## config.mk

```make
export PLATFORM = sky130hd
export DESIGN_NAME = vram_cpu_port
export DESIGN_NICKNAME = d
export VERILOG_FILES = /design/src/rtl/vram_cpu_port.sv
export SDC_FILE = /design/constraint.sdc
export NUM_CORES = 1
export LEC_CHECK = 0
export CAP_MARGIN = 20
export CORE_AREA = 5 5 136 138
export DETAILED_ROUTE_END_ITERATION = 8
export DIE_AREA = 0 0 141 143
export PLACE_DENSITY = 0.78
export REMOVE_ABC_BUFFERS = 1
export SLEW_MARGIN = 20
export SYNTH_ARGS = -nofsm -noshare
export SYNTH_HDL_FRONTEND = slang
export SYNTH_SLANG_ARGS = --single-unit
```

## constraint.sdc

```tcl
create_clock -name clk -period 2.2 [get_ports clk]
set_input_delay 0.33 -clock clk [delete_from_list [all_inputs] [get_ports clk]]
set_output_delay 0.33 -clock clk [all_outputs]
set_load 0.02 [all_outputs]
```

## src/rtl/vram_cpu_port.sv

```systemverilog
`default_nettype none
// ============================================================================
// Module   : vram_cpu_port
// Brief    : CPU-side single-word read/write controller for the four GPU VRAMs
//            (VRAM32, VRAM322, VRAM8, VRAMSPR), start/busy/done handshake.
// Revision : 1.0 - initial release
// ============================================================================
module vram_cpu_port #(
    parameter int SIZE32  = 1056,
    parameter int SIZE322 = 1056,
    parameter int SIZE8   = 8194,
    parameter int SIZESPR = 256
) (
    input  logic        clk,
    input  logic        nreset,
    input  logic        bus_start,
    input  logic        bus_we,
    input  logic [15:0] bus_addr,
    input  logic [31:0] bus_data,
    output logic [31:0] bus_q,
    output logic        bus_busy,
    output logic        bus_done,
    output logic [13:0] vram32_cpu_addr,
    output logic [31:0] vram32_cpu_d,
    output logic        vram32_cpu_we,
    input  logic [31:0] vram32_cpu_q,
    output logic [13:0] vram322_cpu_addr,
    output logic [31:0] vram322_cpu_d,
    output logic        vram322_cpu_we,
    input  logic [31:0] vram322_cpu_q,
    output logic [13:0] vram8_cpu_addr,
    output logic [7:0]  vram8_cpu_d,
    output logic        vram8_cpu_we,
    input  logic [7:0]  vram8_cpu_q,
    output logic [13:0] vramSPR_cpu_addr,
    output logic [8:0]  vramSPR_cpu_d,
    output logic        vramSPR_cpu_we,
    input  logic [8:0]  vramSPR_cpu_q
);

    localparam logic [14:0] c_size32  = 15'(SIZE32);
    localparam logic [14:0] c_size322 = 15'(SIZE322);
    localparam logic [14:0] c_size8   = 15'(SIZE8);
    localparam logic [14:0] c_sizespr = 15'(SIZESPR);

    typedef enum logic [1:0] {
        ST_IDLE   = 2'd0,
        ST_ACCESS = 2'd1,
        ST_WAIT   = 2'd2,
        ST_DONE   = 2'd3
    } state_t;

    state_t      r_state;
    state_t      w_state_nxt;
    logic        r_we;
    logic [1:0]  r_sel;
    logic        r_in_range;

    logic        w_accept;
    logic [1:0]  w_sel;
    logic [14:0] w_off;
    logic        w_in_range;
    logic [31:0] w_rd_q;

    assign w_accept = ((r_state == ST_IDLE) || (r_state == ST_DONE)) && bus_start;
    assign w_sel    = bus_addr[15:14];
    assign w_off    = {1'b0, bus_addr[13:0]};

    always_comb begin
        w_in_range = 1'b0;
        case (w_sel)
            2'b00:   w_in_range = (w_off < c_size32);
            2'b01:   w_in_range = (w_off < c_size322);
            2'b10:   w_in_range = (w_off < c_size8);
            default: w_in_range = (w_off < c_sizespr);
        endcase
    end

    always_comb begin
        w_rd_q = 32'd0;
        case (r_sel)
            2'b00:   w_rd_q = vram32_cpu_q;
            2'b01:   w_rd_q = vram322_cpu_q;
            2'b10:   w_rd_q = {24'd0, vram8_cpu_q};
            default: w_rd_q = {23'd0, vramSPR_cpu_q};
        endcase
    end

    always_comb begin
        w_state_nxt = r_state;
        case (r_state)
            ST_IDLE, ST_DONE: w_state_nxt = bus_start ? ST_ACCESS : ST_IDLE;
            ST_ACCESS:        w_state_nxt = r_we ? ST_DONE : ST_WAIT;
            ST_WAIT:          w_state_nxt = ST_DONE;
            default:          w_state_nxt = ST_IDLE;
        endcase
    end

    assign bus_busy = (r_state == ST_ACCESS) || (r_state == ST_WAIT);
    assign bus_done = (r_state == ST_DONE);

    // Address/data/we are registered at acceptance so they are presented to the
    // selected VRAM throughout the ACCESS cycle; we self-clears one cycle later.
    always_ff @(posedge clk or negedge nreset) begin
        if (!nreset) begin
            r_state          <= ST_IDLE;
            r_we             <= 1'b0;
            r_sel            <= 2'b00;
            r_in_range       <= 1'b0;
            bus_q            <= 32'd0;
            vram32_cpu_addr  <= 14'd0;
            vram32_cpu_d     <= 32'd0;
            vram32_cpu_we    <= 1'b0;
            vram322_cpu_addr <= 14'd0;
            vram322_cpu_d    <= 32'd0;
            vram322_cpu_we   <= 1'b0;
            vram8_cpu_addr   <= 14'd0;
            vram8_cpu_d      <= 8'd0;
            vram8_cpu_we     <= 1'b0;
            vramSPR_cpu_addr <= 14'd0;
            vramSPR_cpu_d    <= 9'd0;
            vramSPR_cpu_we   <= 1'b0;
        end else begin
            r_state        <= w_state_nxt;
            vram32_cpu_we  <= 1'b0;
            vram322_cpu_we <= 1'b0;
            vram8_cpu_we   <= 1'b0;
            vramSPR_cpu_we <= 1'b0;
            if (w_accept) begin
                r_we       <= bus_we;
                r_sel      <= w_sel;
                r_in_range <= w_in_range;
                case (w_sel)
                    2'b00: begin
                        vram32_cpu_addr <= bus_addr[13:0];
                        vram32_cpu_d    <= bus_data;
                        vram32_cpu_we   <= bus_we && w_in_range;
                    end
                    2'b01: begin
                        vram322_cpu_addr <= bus_addr[13:0];
                        vram322_cpu_d    <= bus_data;
                        vram322_cpu_we   <= bus_we && w_in_range;
                    end
                    2'b10: begin
                        vram8_cpu_addr <= bus_addr[13:0];
                        vram8_cpu_d    <= bus_data[7:0];
                        vram8_cpu_we   <= bus_we && w_in_range;
                    end
                    default: begin
                        vramSPR_cpu_addr <= bus_addr[13:0];
                        vramSPR_cpu_d    <= bus_data[8:0];
                        vramSPR_cpu_we   <= bus_we && w_in_range;
                    end
                endcase
            end
            if (r_state == ST_WAIT) begin
                bus_q <= r_in_range ? w_rd_q : 32'd0;
            end
        end
    end

endmodule
`default_nettype wire

```

# After elaboration in Yosys (flattened, before gate mapping)
# Cells that the tools add are included.
# totals
ff_bits	179
output_inout_bits	175
wordCells	56
# classes
magnitude_cmp	3
n_eq_ne	7
n_mux	14
bitwise_logic	1
n_reduce_logical	14
# ops
cell	count
case mux 32 bit (3 select lines)	1
2-to-1 mux 32 bit	1
< comparator 14 x 11 -> 1 bit (second input constant)	1
< comparator 14 bit (second input constant)	1
< comparator 14 x 9 -> 1 bit (second input constant)	1
2-to-1 mux 1 bit	10
== test 2 bit (second input constant)	4
AND reduction 2 bit	4
== test 2 x 1 -> 1 bit (second input constant)	3
logical NOT 2 bit	3
case mux 2 bit (3 select lines)	1
OR reduction 2 bit	2
OR reduction 3 bit	1
logical AND 1 bit	2
logical OR 1 bit	2
case mux 1 bit (2 select lines)	1
NOT 1 bit	1

# Longest topological paths before layout
# Gate-level depths: netlist of the first run.
# logic_depth
depth_word	6
ltp_mapped	8

# Worst setup path before layout of the first run
# No wires, ideal clock.
# synth_path
kind	flip-flop to flip-flop
startpoint	register r_state[0]
endpoint	register vram32_cpu_addr[10]
setup_ns	0.128
t_arrival_ns	1.768
path_slack_ns	0.304
path_stages_with_launch	8
path_buffers	2
path_cell_list	dfrtp_1 -> inv_1 -> ha_1 -> nand2_2 -> nor3_1 -> buf_2 -> buf_4 -> mux2_1
# synth_between
elab_chain_len	4
elab_cells_between_ends	5
cone_classes	1 x eq/ne; 4 x reduce/logical
# synth_rtl
item	line_no	source
start, declared	53	state_t r_state;
start signal, assigned	124	r_state <= w_state_nxt;
== test 2 bit or logical NOT 2 bit (tied branches)	65	assign w_accept = ((r_state == ST_IDLE) || (r_state == ST_DONE)) && bus_start;
logical OR 1 bit (*)	65	
logical AND 1 bit (*)	65	
AND reduction 2 bit (no source line) (*)	n/a	
end signal, assigned	135	vram32_cpu_addr <= bus_addr[13:0];
end, declared	23	output logic [13:0] vram32_cpu_addr,
# Every way passes the cells marked *; elsewhere a longest branch is shown, timed or not.
# A chain may end at the register's enable or synchronous reset.

# Final worst setup path of the first run
# layout_path
startpoint	register r_state[0]
endpoint	output port bus_busy
# layout_between
elab_chain_len	2
elab_cells_between_ends	3
cone_classes	2 x eq/ne; 1 x reduce/logical
# layout_rtl
item	line_no	source
== test 2 x 1 -> 1 bit or == test 2 bit (tied branches)	99	assign bus_busy = (r_state == ST_ACCESS) || (r_state == ST_WAIT);
logical OR 1 bit (*)	99	
end, declared	21	output logic bus_busy,
# Marks and branches as above.

==> metrics.txt, run 1 <==
switch share=37.05%; # nets final=948; final worst slack=0.1043 ns; kind of critical path=register to output port; actual slew at the worst max-slew pin=0.5047 ns; detailed-route via count=5310; std cell rows=48; number of fill cells=1257; leading cell type by number of instances after synthesis=sky130_fd_sc_hd__dfrtp_1; crit-path max FO=5; Reg power frac=34.2%; Avg Cell Area, Syn=14.68 um^2; global route total overflow=0; insertion delay to the later sink of the worst-skew pair=0.42 ns; PwrDens=1517 nW/um^2; number of global-route vias before repair=6070; TritonCTS clock tree=built; CP startpoint kind=register; leading area contributor after synthesis=sky130_fd_sc_hd__dfrtp_1; post-DP HPWL=16080 um; die span in y=143 um; starting density of the core=42.42%; top area cells in the synthesized netlist=sky130_fd_sc_hd__dfrtp_1, sky130_fd_sc_hd__mux2_1, sky130_fd_sc_hd__mux2i_1; combined area of the multi-input logic cells=2481 um^2; share of layout cells above drive strength 1=9.830%; critical path data required time=1.87 ns; maximum number of pins on one net before global-route repair=96; clock-pin slew of the registers on the worst-case setup and hold paths=0.07 ns; remaining max-slew budget at the tightest pin=66.35%; Layout Utilization=66.06%; Detail Route Antenna Nets=0; count of boundary I/O pins=308; post-synth top area share=61.91%; internal power=10.76 mW; prevailing post-synth register cell=sky130_fd_sc_hd__dfrtp_1; sequential share of the synthesized area=61.91%; starting DRC count in detailed routing=179; number of failing setup endpoints in the final timing report=0; Gate power share=48.6%; min-delay worst type=register to register; register bit total from synthesis=179; Post CTS Setup Buffer Count=0; Layout Cells excl Fill=1049; outcome=completed; Cell Area, Synth=7236 um^2; clock buffers created by TritonCTS=17; synthesized instance count=493; Tot GR Track Use=21.49%; global-route wire length before repair=33510 um; Sink Count=179; I/O Buffers=307; count of different cell masters after synthesis=30; width of the die=141 um; number of enable-type register cells in the synthesized netlist=0; Setup WS pre-CTS=0.1312 ns; area delta synth->final=55.72%; final hold violation count=0; antenna cell count=0; count of yosys warnings during synthesis=0; DRT Pass-1 Iters=4; Fin Clk Skew=0.008089 ns; arrival time of the worst setup path=1.77 ns; RSZ-0062 raised after global routing=no; core area=17060 um^2; final period utilization=95.26%; top cells by instance count after synthesis=sky130_fd_sc_hd__dfrtp_1, sky130_fd_sc_hd__mux2_1, sky130_fd_sc_hd__inv_1; CP Capture Type=output port; worst supply voltage drop on vdd=0.0009875 V; Final min period=2.096 ns; power dissipated by switching net loads=6.333 mW; overall power=17.09 mW; Via density=5.062; maximum clock rate=0.4772 GHz; sequential cell area=4481 um^2; average detailed-routed wire length per instance=20.25 um; drt drc=0; number of antenna violations at the first check in global routing=0; die area=20160 um^2; final count of pins violating max slew=0; total length of routed wires=21240 um; clk root buf=sky130_fd_sc_hd__clkbuf_16; H-tree levels=4; Bufs on Longest Clock Path=2; clock group share of total power=17.2%; number of maximum-capacitance constraint violations=0; number of cells after detailed placement=1017; post-synthesis async set-or-reset flop share=100.0%; static leakage=4.803 nW; GP Congestion=0.9228
[state kept, by name, summed over array words and instances, names as in the netlist, 9 cells and up]
register	cells
vram322_cpu_addr	14
vramSPR_cpu_d	9
bus_q	32
vram322_cpu_d	32
vram8_cpu_addr	14
vram32_cpu_d	32
vram32_cpu_addr	14
vramSPR_cpu_addr	14
[final timing paths]
path	slack, ns	cells past startpoint	startpoint	endpoint
min reg2reg	0.49	1	vram32_cpu_d[17]	vram32_cpu_d[17]
max	0.10	5	r_state[0]	bus_busy
max reg2reg	0.25	6	r_state[0]	vram32_cpu_d[14]
min in group asynchronous	0.53	3	nreset	bus_q[4]
max in group asynchronous	1.25	3	nreset	vram32_cpu_addr[4]
min	0.49	1	vram32_cpu_d[17]	vram32_cpu_d[17]
[what timing repair did]
item | CTS | global route
endpoints found under the setup margin | 1 | 0
hold buffers | 1 | 0
hold endpoints to repair | 179 | 0
resized for setup | 1 | 0
[power by group through the flow]
stage                     clock network, mW  registers [mW]  logic, mW
after floorplan                           0            7.72       2.01
after global placement                    0            5.79       8.23
after detailed placement                  0            5.91       8.38
after CTS                              3.03            5.87       8.41
after global routing                   3.17            6.08       8.79
final                                  2.95            5.85       8.30
[critical path, stage by stage (launching register included)]
cell and delay [ns]:
sky130_fd_sc_hd__dfrtp_1 0.38, sky130_fd_sc_hd__inv_1 0.06, sky130_fd_sc_hd__ha_1 0.31, sky130_fd_sc_hd__buf_4 0.17, sky130_fd_sc_hd__inv_1 0.08, sky130_fd_sc_hd__dlygate4sd2_1 0.35
[layout make-up]
cell class / instances / share of cell area (%)
Timing Repair Buffer: 329 / 29.43
Multi-Input combinational cell: 249 / 22.02
Sequential cell: 179 / 39.77
Inverter: 36 / 1.199
Clock inverter: 11 / 1.122
Clock buffer: 20 / 3.964
Tap cell: 225 / 2.499
[cells by family (layout without fill, tap and decap cells)]
group	after synthesis	count (layout)	share of synthesized area (%)
adder cells (fa/ha/maj)	3	3	0.5188
buffers and inverters	65	396	3.908
AND/OR/NAND/NOR	33	33	2.663
multiplexers	171	171	27.44
flip-flops	179	179	61.91
AO/OA/AOI/OAI	42	42	3.562
[through the flow]
step,area (um^2),hold WS (ns),setup TNS [ns]
after floorplan,7088,0.03441,-133.74
after global placement,10690,0.3783,0
after detailed placement,10690,0.3950,0
after CTS,11270,0.4900,0
after global routing,11270,0.5018,0
final,11270,0.4859,0
[placed cells by master, fill, tap and decap left out, types with 2 or more instances in the layout]
cell type	instances
sky130_fd_sc_hd__clkbuf_1	2
sky130_fd_sc_hd__nand4_1	2
sky130_fd_sc_hd__clkinv_2	3
sky130_fd_sc_hd__ha_1	3
sky130_fd_sc_hd__mux4_2	8
sky130_fd_sc_hd__inv_1	36
sky130_fd_sc_hd__mux2_2	15
sky130_fd_sc_hd__nor2b_1	3
sky130_fd_sc_hd__mux2_1	124
sky130_fd_sc_hd__bufinv_16	2
sky130_fd_sc_hd__buf_4	15
sky130_fd_sc_hd__a21oi_1	2
sky130_fd_sc_hd__buf_12	6
sky130_fd_sc_hd__o22ai_1	24
sky130_fd_sc_hd__o21ai_0	9
sky130_fd_sc_hd__nand3_1	10
sky130_fd_sc_hd__nor3_1	2
sky130_fd_sc_hd__clkdlybuf4s50_1	305
sky130_fd_sc_hd__nand2_2	2
sky130_fd_sc_hd__mux2i_1	24
sky130_fd_sc_hd__nor2_1	5
sky130_fd_sc_hd__inv_6	4
sky130_fd_sc_hd__nand2_1	2
sky130_fd_sc_hd__clkbuf_16	17
sky130_fd_sc_hd__dfrtp_1	178
sky130_fd_sc_hd__o21ai_1	4
[per-layer routing]
metal / GRT usage, % / routed length, um / vias up
met5: 0 / 0 / -
met4: 7.547 / 505 / 0
met3: 8.674 / 2020 / 35
met2: 37.70 / 10800 / 237
met1: 23.75 / 7911 / 2650
li1: - / - / 2388
Note: power is estimated with default switching activity, not from simulation.
==> inputs of run 2 (changes only) <==
--- a/config.mk
+++ b/config.mk
@@ -5,11 +5,12 @@
 export SDC_FILE = /design/constraint.sdc
 export NUM_CORES = 1
 export LEC_CHECK = 0
+export ABC_AREA = 1
 export CAP_MARGIN = 20
-export CORE_AREA = 5 5 136 138
+export CORE_AREA = 5 5 138 140
 export DETAILED_ROUTE_END_ITERATION = 8
-export DIE_AREA = 0 0 141 143
-export PLACE_DENSITY = 0.78
+export DIE_AREA = 0 0 143 145
+export PLACE_DENSITY = 0.77
 export REMOVE_ABC_BUFFERS = 1
 export SLEW_MARGIN = 20
 export SYNTH_ARGS = -nofsm -noshare
==> run 2 against run 1 <==
Effect of this change: combinational power fell by 9.4%; global-route usage fell by 0.18 points; clock power rose by 7.5%; cell count rose by 23%; highest routed layer unchanged; register-to-register slack improved by 0.25 ns; setup slack improved by 0.17 ns.
==> metrics.txt, run 2 <==
outcome=completed; share of layout cells above drive strength 1=8.826% (-1.0 points); total negative slack=0 ns (unchanged); PwrDens=1431 nW/um^2 (-5.7%); arrival time of the worst setup path=1.59 ns (-0.18 ns); Setup WS pre-CTS=0.3262 ns (+0.1951 ns); met2 wirelength from detailed routing=10900 um (+0.88%); number of fill cells=1469 (+17%); synthesized instance count=753 (+53%); Fin Clk Skew=0.009000 ns (+0.0009107 ns); number of enable-type register cells in the synthesized netlist=0 (unchanged); Post CTS Setup Buffer Count=0 (unchanged); top cells by instance count after synthesis=sky130_fd_sc_hd__nand2_1, sky130_fd_sc_hd__dfrtp_1, sky130_fd_sc_hd__o21ai_1; post-synthesis async set-or-reset flop share=100.0% (unchanged); count of different cell masters after synthesis=26 (-13%); post-DP HPWL=16510 um (+2.6%); TritonCTS clock tree=built; die span in y=145 um (+1.4%); final count of pins violating max slew=0 (unchanged); critical path data required time=1.87 ns (about the same); I/O Buffers=307 (unchanged); kind of critical path=register to output port; top library cells by usage in the layout, fill and taps aside=sky130_fd_sc_hd__clkdlybuf4s50_1, sky130_fd_sc_hd__nand2_1, sky130_fd_sc_hd__dfrtp_1; static leakage=5.298 nW (+10%); highest routed metal layer=met4; number of failing setup endpoints in the final timing report=0 (unchanged); Sink Count=179 (unchanged); detailed-route via count=6271 (+18%); sequential cell area=4479 um^2 (about the same); CP startpoint kind=register; maximum number of pins on one net before global-route repair=68 (-29%); final worst slack=0.2793 ns (+0.1750 ns); crit-path max FO=3 (-2); number of global-route vias before repair=6343 (+4.5%); count of yosys warnings during synthesis=0 (unchanged); RSZ-0062 raised after global routing=no; die area=20740 um^2 (+2.8%); overall power=16.10 mW (-5.8%); maximum clock rate=0.5206 GHz (+9.1%); number of antenna violations at the first check in global routing=0 (unchanged); clk root buf=sky130_fd_sc_hd__clkbuf_16; leading cell type by number of instances after synthesis=sky130_fd_sc_hd__nand2_1; H-tree levels=4 (unchanged); final period utilization=87.31% (-8.0 points); total length of routed wires=22050 um (+3.8%); min-delay worst type=primary input to async pin; average detailed-routed wire length per instance=17.04 um (-16%); starting density of the core=41.73% (-0.69 points); Final min period=1.921 ns (-0.1750 ns); registers with the most flip-flops=bus_q: 32 flops, vram322_cpu_d: 32 flops, vram32_cpu_d: 32 flops; # nets final=1188 (+25%); Layout Utilization=63.50% (-2.6 points); starting DRC count in detailed routing=267 (+49%); post-synth top area share=60.58% (-1.3 points); leading area contributor after synthesis=sky130_fd_sc_hd__dfrtp_1; clock buffers created by TritonCTS=17 (unchanged); routed length on met1=8425 um (+6.5%); width of the die=143 um (+1.4%); Tot GR Track Use=21.31% (-0.18 points); sequential share of the synthesized area=60.58% (-1.3 points); combined area of the multi-input logic cells=2371 um^2 (-4.4%); Worst Reg2Reg Path Length in Cells=8 (+2); drt drc=0 (unchanged); global-route wire length before repair=35070 um (+4.6%); number of maximum-capacitance constraint violations=0 (unchanged); Cell Area, Synth=7395 um^2 (+2.2%); antenna cell count=0 (unchanged); std cell rows=49 (+2.1%); Detail Route Antenna Nets=0 (unchanged); insertion delay to the later sink of the worst-skew pair=0.42 ns (about the same); top area cells in the synthesized netlist=sky130_fd_sc_hd__dfrtp_1, sky130_fd_sc_hd__nand2_1, sky130_fd_sc_hd__o21ai_1; CP Capture Type=output port; area delta synth->final=52.15%; Bufs on Longest Clock Path=2 (unchanged); remaining max-slew budget at the tightest pin=70.12% (+3.8 points); final hold violation count=0 (unchanged); core area=17720 um^2 (+3.9%); prevailing post-synth register cell=sky130_fd_sc_hd__dfrtp_1; global route total overflow=0 (unchanged); Avg Cell Area, Syn=9.820 um^2 (-33%); GP Congestion=0.8390 (-9.1%); actual slew at the worst max-slew pin=0.4482 ns (-0.05644 ns); worst supply voltage drop on vdd=0.0007872 V (-20%); total length of routed met3 wires=2327 um (+15%); count of boundary I/O pins=308 (unchanged); register bit total from synthesis=179 (unchanged); DRT Pass-1 Iters=5 (+1); most common cell after layout, fill and taps aside=sky130_fd_sc_hd__clkdlybuf4s50_1; clock-pin slew of the registers on the worst-case setup and hold paths=0.07 ns (about the same); Via density=4.846 (-4.3%)
-- run 2: cell types whose count changed in the layout (fill, tap and decap cells not counted), moves of 34 or more --
| cell | delta |
|---|---|
| sky130_fd_sc_hd__o21ai_0 | +39 |
| sky130_fd_sc_hd__mux2_1 | -124 |
| sky130_fd_sc_hd__o21ai_2 | +34 |
| sky130_fd_sc_hd__o21ai_1 | +63 |
| sky130_fd_sc_hd__nand2_1 | +247 |
-- run 2: worst paths after layout --
| path | startpoint | endpoint | slack (ns) |
|---|---|---|---|
| hold reg to reg | vram322_cpu_d[25] | vram322_cpu_d[25] | 0.48 |
| setup reg to reg | r_state[0] | vram8_cpu_addr[0] | 0.50 |
| hold / removal | nreset | bus_q[1] | 0.37 |
| max in group asynchronous | nreset | vram322_cpu_addr[10] | 1.15 |
| setup / recovery | r_state[0] | bus_busy | 0.28 |
| min in group clk | bus_data[10] | vram322_cpu_d[10] | 0.47 |
-- run 2: where the power goes --
group / internal [mW] / switching (mW) / leakage, nW
registers: 4.62 / 0.784 / 2.29
clock network: 1.77 / 1.40 / 0.308
logic: 3.42 / 4.10 / 2.71
total: 9.81 / 6.28 / 5.30
-- run 2: area by class of cell --
class | count | area share [%]
Sequential cell | 179 | 39.81
Clock inverter | 14 | 1.668
Inverter | 57 | 1.924
Clock buffer | 18 | 3.903
Tap cell | 229 | 2.547
Timing Repair Buffer | 323 | 29.07
Multi-Input combinational cell | 474 | 21.07
-- run 2: routing by layer --
metal	global-route usage [%]	vias to the layer above
met3	8.786	23
met4	6.036	0
li1	-	3043
met1	25.13	2960
met5	0	-
met2	35.71	245
-- run 2: through the flow --
| stage | area [um^2] | hold WS, ns | std cells |
|---|---|---|---|
| after detailed placement | 10620 | 0.2647 | 1261 |
| final | 11250 | 0.3669 | 1294 |
| after floorplan | 7052 | 0.03441 | 710 |
| after global placement | 10620 | 0.2567 | 1261 |
| after CTS | 11250 | 0.3812 | 1294 |
| after global routing | 11250 | 0.3983 | 1294 |
-- run 2: critical path, stage by stage (launching register included) --
cell and delay (ns):
sky130_fd_sc_hd__dfrtp_1 0.38, sky130_fd_sc_hd__inv_1 0.05, sky130_fd_sc_hd__ha_1 0.33, sky130_fd_sc_hd__inv_1 0.08, sky130_fd_sc_hd__dlygate4sd2_1 0.33
-- run 2: repair_timing --
action,4_1_cts,5_1_grt
gates resized for setup,1,0
endpoints found under the hold margin,33,0
hold buffers,1,0
endpoints found under the setup margin,1,0
-- run 2: cells by family after synthesis --
kind of cell | after synthesis | share of synthesized area [%]
flops | 179 | 60.58
compound gates | 183 | 15.60
simple gates | 288 | 15.75
fa+ha+maj | 3 | 0.5077
buf+inv | 100 | 7.564
==> inputs of run 3 (changes only) <==
--- a/config.mk
+++ b/config.mk
@@ -7,10 +7,10 @@
 export LEC_CHECK = 0
 export ABC_AREA = 1
 export CAP_MARGIN = 20
-export CORE_AREA = 5 5 138 140
+export CORE_AREA = 5 5 163 165
 export DETAILED_ROUTE_END_ITERATION = 8
-export DIE_AREA = 0 0 143 145
-export PLACE_DENSITY = 0.77
+export DIE_AREA = 0 0 168 170
+export PLACE_DENSITY = 0.57
 export REMOVE_ABC_BUFFERS = 1
 export SLEW_MARGIN = 20
 export SYNTH_ARGS = -nofsm -noshare
==> run 3 against run 2 <==
Effect of this change: cell count increased by 8.1%; clock power is 4% lower; hold slack gained 0.036 ns; first-iteration DRC count increased by 33%; via count down 1.9%; highest routed layer unchanged.
==> metrics.txt, run 3 (same netlist as run 2, synthesis figures left out) <==
global-route wire length before repair=37250 um (+6.2%); Setup WS pre-CTS=0.3026 ns (-0.02363 ns); global route total overflow=0 (unchanged); Fin Clk Skew=0.01258 ns (+0.003584 ns); library cell contributing the largest single delay on the critical path=sky130_fd_sc_hd__dfrtp_1; area delta synth->final=54.35%; overall power=16.06 mW (-0.23%); remaining max-slew budget at the tightest pin=66.72% (-3.4 points); arrival time of the worst setup path=1.61 ns (+0.02 ns); I/O Buffers=307 (unchanged); number of antenna violations at the first check in global routing=0 (unchanged); share of layout cells above drive strength 1=9.167% (+0.34 points); Crit path buffers/inverters=3 (unchanged); die area=28560 um^2 (+38%); kind of critical path=register to output port; registers with the most flip-flops=bus_q: 32 flops, vram322_cpu_d: 32 flops, vram32_cpu_d: 32 flops; worst supply voltage drop on vdd=0.0006831 V (-13%); Sink Count=179 (unchanged); starting density of the core=29.71% (-12 points); most common cell after layout, fill and taps aside=sky130_fd_sc_hd__clkdlybuf4s50_1; sequential cell area=4479 um^2 (unchanged); GP Congestion=0.8511 (+1.4%); power dissipated by switching net loads=6.417 mW (+2.1%); core area=24890 um^2 (+40%); switch share=39.96% (+0.92 points); clk root buf=sky130_fd_sc_hd__clkbuf_16; Detail Route Antenna Nets=0 (unchanged); final hold violation count=0 (unchanged); total length of routed wires=23690 um (+7.4%); antenna cell count=0 (unchanged); most frequent CP cell=sky130_fd_sc_hd__inv_1; Post CTS Setup Buffer Count=0 (unchanged); CP startpoint kind=register; number of global-route vias before repair=6273 (-1.1%); std cell rows=58 (+18%); detailed-route via count=6154 (-1.9%); TritonCTS clock tree=built; # nets final=1192 (+0.34%); cell family with most CP delay=buffers and inverters; Final min period=1.939 ns (+0.01857 ns); actual slew at the worst max-slew pin=0.4993 ns (+0.05102 ns); count of boundary I/O pins=308 (unchanged); Reg power frac=33.8% (+0.2 points); final period utilization=88.15% (+0.84 points); Tot GR Track Use=16.40% (-4.9 points); smallest hold slack=0.4026 ns (+0.03575 ns); maximum number of pins on one net before global-route repair=56 (-18%); clock buffers created by TritonCTS=17 (unchanged); combined area of the multi-input logic cells=2371 um^2 (unchanged); clock-pin slew of the registers on the worst-case setup and hold paths=0.08 ns (about the same); Bufs on Longest Clock Path=2 (unchanged); number of maximum-capacitance constraint violations=0 (unchanged); average detailed-routed wire length per instance=16.94 um (-0.63%); H-tree levels=4 (unchanged); Critical Path Max Stage Delay=0.39 ns (about the same); DRT Pass-1 Iters=4 (-1); crit-path max FO=3 (unchanged); Gate power share=47.2% (+0.5 points); final worst slack=0.2607 ns (-0.01857 ns); maximum clock rate=0.5157 GHz (-0.96%); insertion delay to the later sink of the worst-skew pair=0.43 ns (about the same); clock group share of total power=19.0% (-0.7 points); post-DP HPWL=17520 um (+6.2%); CP Capture Type=output port; critical path data required time=1.87 ns (about the same); number of failing setup endpoints in the final timing report=0 (unchanged); starting DRC count in detailed routing=354 (+33%); top library cells by usage in the layout, fill and taps aside=sky130_fd_sc_hd__clkdlybuf4s50_1, sky130_fd_sc_hd__nand2_1, sky130_fd_sc_hd__dfrtp_1; RSZ-0062 raised after global routing=no; drt drc=0 (unchanged); min-delay worst type=primary input to async pin; number of fill cells=2389 (+63%); final count of pins violating max slew=0 (unchanged); PwrDens=1407 nW/um^2 (-1.6%); die span in y=170 um (+17%); Via density=4.399 (-9.2%); cells along the critical path=inv_1 -> ha_1 -> inv_1 -> dlygate4sd2_1; outcome=completed; internal power=9.642 mW (-1.7%); static leakage=5.318 nW (+0.37%); width of the die=168 um (+17%); total negative slack=0 ns (unchanged)
[run 3: cell types whose count changed in the layout (fill, tap and decap cells not counted), sizes merged]
cell | before | now
clkbuf | 18 | 19
inv | 65 | 63
bufinv | 2 | 0
clkinv | 4 | 8
buf | 16 | 19
[run 3: path summary, 6_finish.rpt]
| check | from | endpoint | slack [ns] | depth (start not counted) |
|---|---|---|---|---|
| hold / removal | nreset | bus_q[1] | 0.40 | 2 |
| min in group clk | bus_data[12] | vram322_cpu_d[12] | 0.46 | 3 |
| max in group asynchronous | nreset | vramSPR_cpu_addr[10] | 1.14 | 3 |
| setup / recovery | r_state[0] | bus_busy | 0.26 | 4 |
| hold reg to reg | bus_q[27] | bus_q[27] | 0.48 | 2 |
| setup reg to reg | r_sel[0] | bus_q[3] | 0.47 | 6 |
[run 3: worst reg2reg max path: stages (launching register included)]
cell and delay (ns):
sky130_fd_sc_hd__dfrtp_1 0.65, sky130_fd_sc_hd__inv_2 0.22, sky130_fd_sc_hd__nor2_8 0.36, sky130_fd_sc_hd__nand2_1 0.17, sky130_fd_sc_hd__nand3_1 0.11, sky130_fd_sc_hd__o211ai_1 0.08, sky130_fd_sc_hd__nand2_1 0.08
[run 3: area by class of cell]
class                           count  area share (%)
Clock buffer                       18           3.848
Clock inverter                     14           1.458
Inverter                           57           1.897
Multi-Input combinational cell    474           20.77
Sequential cell                   179           39.25
Tap cell                          330           3.618
Timing Repair Buffer              327           29.16
[run 3: repair_timing]
item	4_1_cts	5_1_grt
endpoints found under the setup margin	1	0
hold buffers	1	0
resized for setup	1	0
hold endpoints to repair	39	0
[run 3: per-layer routing]
layer  wire length [um]  track usage, %  vias to the layer above
li1                   -               -                     3051
met5                  0               0                        -
met3               2273           6.504                       18
met2              10760           25.65                      228
met1              10380           21.48                     2857
met4                286           4.093                        0
[run 3: per-stage QoR]
stage,cell area (um^2),instances,util (%)
after global routing,11410,1399,45.85
final,11410,1399,45.85
after CTS,11410,1399,45.85
after floorplan,7052,710,-
after detailed placement,10800,1366,43.38
after global placement,10800,1366,43.38
[run 3: power by group through the flow]
stage / combinational, mW / clock, mW / sequential [mW]
2_1_floorplan: 2.09 / 0 / 7.00
3_3_place_gp: 7.65 / 0 / 5.47
3_5_place_dp: 7.70 / 0 / 5.47
4_1_cts: 7.71 / 3.16 / 5.45
5_1_grt: 8.18 / 3.31 / 5.63
6_report: 7.58 / 3.05 / 5.43
==> RTL edit (settings of run 2) <==
Register the output `vramSPR_cpu_addr` once more, cleared by the reset; this adds one clock of latency there. The other outputs are not delayed to match.
--- a/src/rtl/vram_cpu_port.sv
+++ b/src/rtl/vram_cpu_port.sv
@@ -50,4 +50,6 @@
         ST_DONE   = 2'd3
     } state_t;
+
+    logic [13:0] vramSPR_cpu_addr_s0;
 
     state_t      r_state;
@@ -118,5 +120,5 @@
             vram8_cpu_d      <= 8'd0;
             vram8_cpu_we     <= 1'b0;
-            vramSPR_cpu_addr <= 14'd0;
+            vramSPR_cpu_addr_s0 <= 14'd0;
             vramSPR_cpu_d    <= 9'd0;
             vramSPR_cpu_we   <= 1'b0;
@@ -148,5 +150,5 @@
                     end
                     default: begin
-                        vramSPR_cpu_addr <= bus_addr[13:0];
+                        vramSPR_cpu_addr_s0 <= bus_addr[13:0];
                         vramSPR_cpu_d    <= bus_data[8:0];
                         vramSPR_cpu_we   <= bus_we && w_in_range;
@@ -160,4 +162,12 @@
     end
 
+    always_ff @(posedge clk or negedge nreset) begin
+        if (!nreset) begin
+            vramSPR_cpu_addr <= '0;
+        end else begin
+            vramSPR_cpu_addr <= vramSPR_cpu_addr_s0;
+        end
+    end
+
 endmodule
 `default_nettype wire
Function: changed (a bounded check fails within 4 cycles, from zero or initial values and one cycle with nreset low).
==> RTL edit against run 2 <==
  * Fmax decreased by 1.3%
  * Highest routed layer is now met5
  * Sequential cell count is 14 higher
  * Power is 0.94% higher
  * Synthesized area rose by 1.3%
  * Setup slack got worse by 0.026 ns
  * Sequential share of layout area rose by 2.3 points
  * Die area did not move
  * Final area grew 1.9%
  * Cell count grew 1.5%
  * Routed wire length grew 7.1%
  * Register-to-register slack got worse by 0.04 ns
==> RTL edit: results (changes against run 2) <==
metric,value,unit,change
global-route wire length before repair,36400,µm,was 35100 µm
Num CTS Buffers,17,,unchanged
DR vias/cell,4.84,,was 4.85
Root Driver,clkbuf_16,,unchanged
Post-Layout Cell Count,1314,,was 1294
CP top delay family,buffers and inverters,,unchanged
ys async rst share,100,%,unchanged
outcome,"complete, no violations",,unchanged
P_sw,6.29,mW,was 6.28 mW
initial DRC count,360,,was 267
Max Fclk,514,MHz,was 521 MHz
Worst Hold Class,reg -> reg,,was in -> async
"top cells by area, synth","dfrtp_1, nand2_1, o21ai_0, inv_1, a22o_1",,"was dfrtp_1, nand2_1, o21ai_1, o21ai_2, buf_6"
YS warnings,0,,unchanged
"Distinct cells, synth",23,,was 26
worst r2r dst,vram322_cpu_d[20],,was vram8_cpu_addr[0]
reg2reg start,r_state[0],,unchanged
slowest CP cell,dfrtp_1,,unchanged
"slowest stage delay, CP",0.39,ns,
global router's overall resource usage,22.6,%,was 21.3%
R2R cell count,7,,was 8
Post-DP Area,0.0108,mm²,was 0.0106 mm²
Clock Skews,0.0118,ns,was 0.00900 ns
largest net degree at the start of global routing,63,,was 68
Startpoint Class,flip-flop,,unchanged
Comb power,7.31,mW,was 7.52 mW
Setup TNS,0,ns,unchanged
first drt pass iteration count,4,,was 5
nets,1208,,was 1188
leakage dissipation,5.43,nW,was 5.30 nW
antenna diode count,0,,unchanged
Worst EP arrival,1.62,ns,was 1.59 ns
Filler cells,1453,,was 1469
initial antenna violation count,2,,was 0
Commonest cells post-synth,"nand2_1, dfrtp_1, o21ai_0, inv_1, o21ai_1",,"was nand2_1, dfrtp_1, o21ai_1, inv_1, o21ai_0"
register area share after synthesis,64.5,%,was 60.6%
CTS-repair resized insts,1,,unchanged
clk slew on worst S/H paths,0.08,ns,
Placer Congestion,0.836,,was 0.839
wire per inst,18.0,µm,was 17.0 µm
Port Buffers,307,,unchanged
Syn Inst Count,768,,was 753
Seq. pwr,5.82,mW,was 5.41 mW
layout cell share with drive strength beyond 1,5.53,%,was 8.83%
Max VDD drop,0.821,mV,was 0.787 mV
Reg2Reg Setup Slack,0.46,ns,was 0.50 ns
CTS H-tree lvls,4,,unchanged
hold buffers post-CTS,1,,unchanged
number of global-route vias before repair,6505,,was 6343
CP endpoint,bus_busy,,unchanged
top_reg_cell synth,dfrtp_1,,unchanged
DPL Wire Length,17700,µm,was 16500 µm
sequential share of power,35.8,%,was 33.6%
CTS Buffer Depth,2,,unchanged
worst setup slack after placement,0.381,ns,was 0.326 ns
slew margin rel.,63.5,%,was 70.1%
## RTL edit: cell count changes after synthesis, sizes merged
cell	run 2	this run
inv	57	58
nor2	12	13
buf	34	30
dfrtp	179	193
clkbuf	9	12
nand3	23	17
nand2	252	258
## RTL edit: routing by layer
layer / wire [µm] / track usage (%) / up-vias / part of all wire, %
met5: 31 / 0 / - / 0.13
li1: - / - / 3090 / -
met1: 8820 / 26.3 / 2971 / 37
met4: 519 / 6.94 / 4 / 2.2
met2: 11400 / 37.2 / 267 / 48
met3: 2900 / 10.6 / 34 / 12
## RTL edit: worst min path at each step
| stage | to | start | cells after the start | slack [ns] |
|---|---|---|---|---|
| 2_1_floorplan | bus_q[0] | nreset | 0 | 0.03 |
| 3_3_place_gp | bus_q[25] | nreset | 1 | 0.36 |
| 3_5_place_dp | vramSPR_cpu_addr[8] | vramSPR_cpu_addr_s0[8] | 0 | 0.36 |
| 4_1_cts | vramSPR_cpu_addr[2] | vramSPR_cpu_addr_s0[2] | 0 | 0.38 |
| 5_1_grt | vramSPR_cpu_addr[1] | vramSPR_cpu_addr_s0[1] | 0 | 0.39 |
| 6_report | vramSPR_cpu_addr[2] | vramSPR_cpu_addr_s0[2] | 0 | 0.37 |
## RTL edit: area by class of cell
class                   count  area [µm²]  area share [%]
flip-flops and latches    193        4830            42.1
repair buffers            327        3320            28.9
multi-input cells         475        2210            19.2
clock buffers              18         439            3.83
well taps                 229         287            2.50
inverters                  58         220            1.92
clock inverters            14         168            1.46
## RTL edit: kinds of logic after synthesis
| logic type | share of synthesized area, % |
|---|---|
| flops | 64.5 |
| compound gates | 13.7 |
| fa+ha+maj | 0.501 |
| simple gates | 15.1 |
| buf+inv | 6.20 |
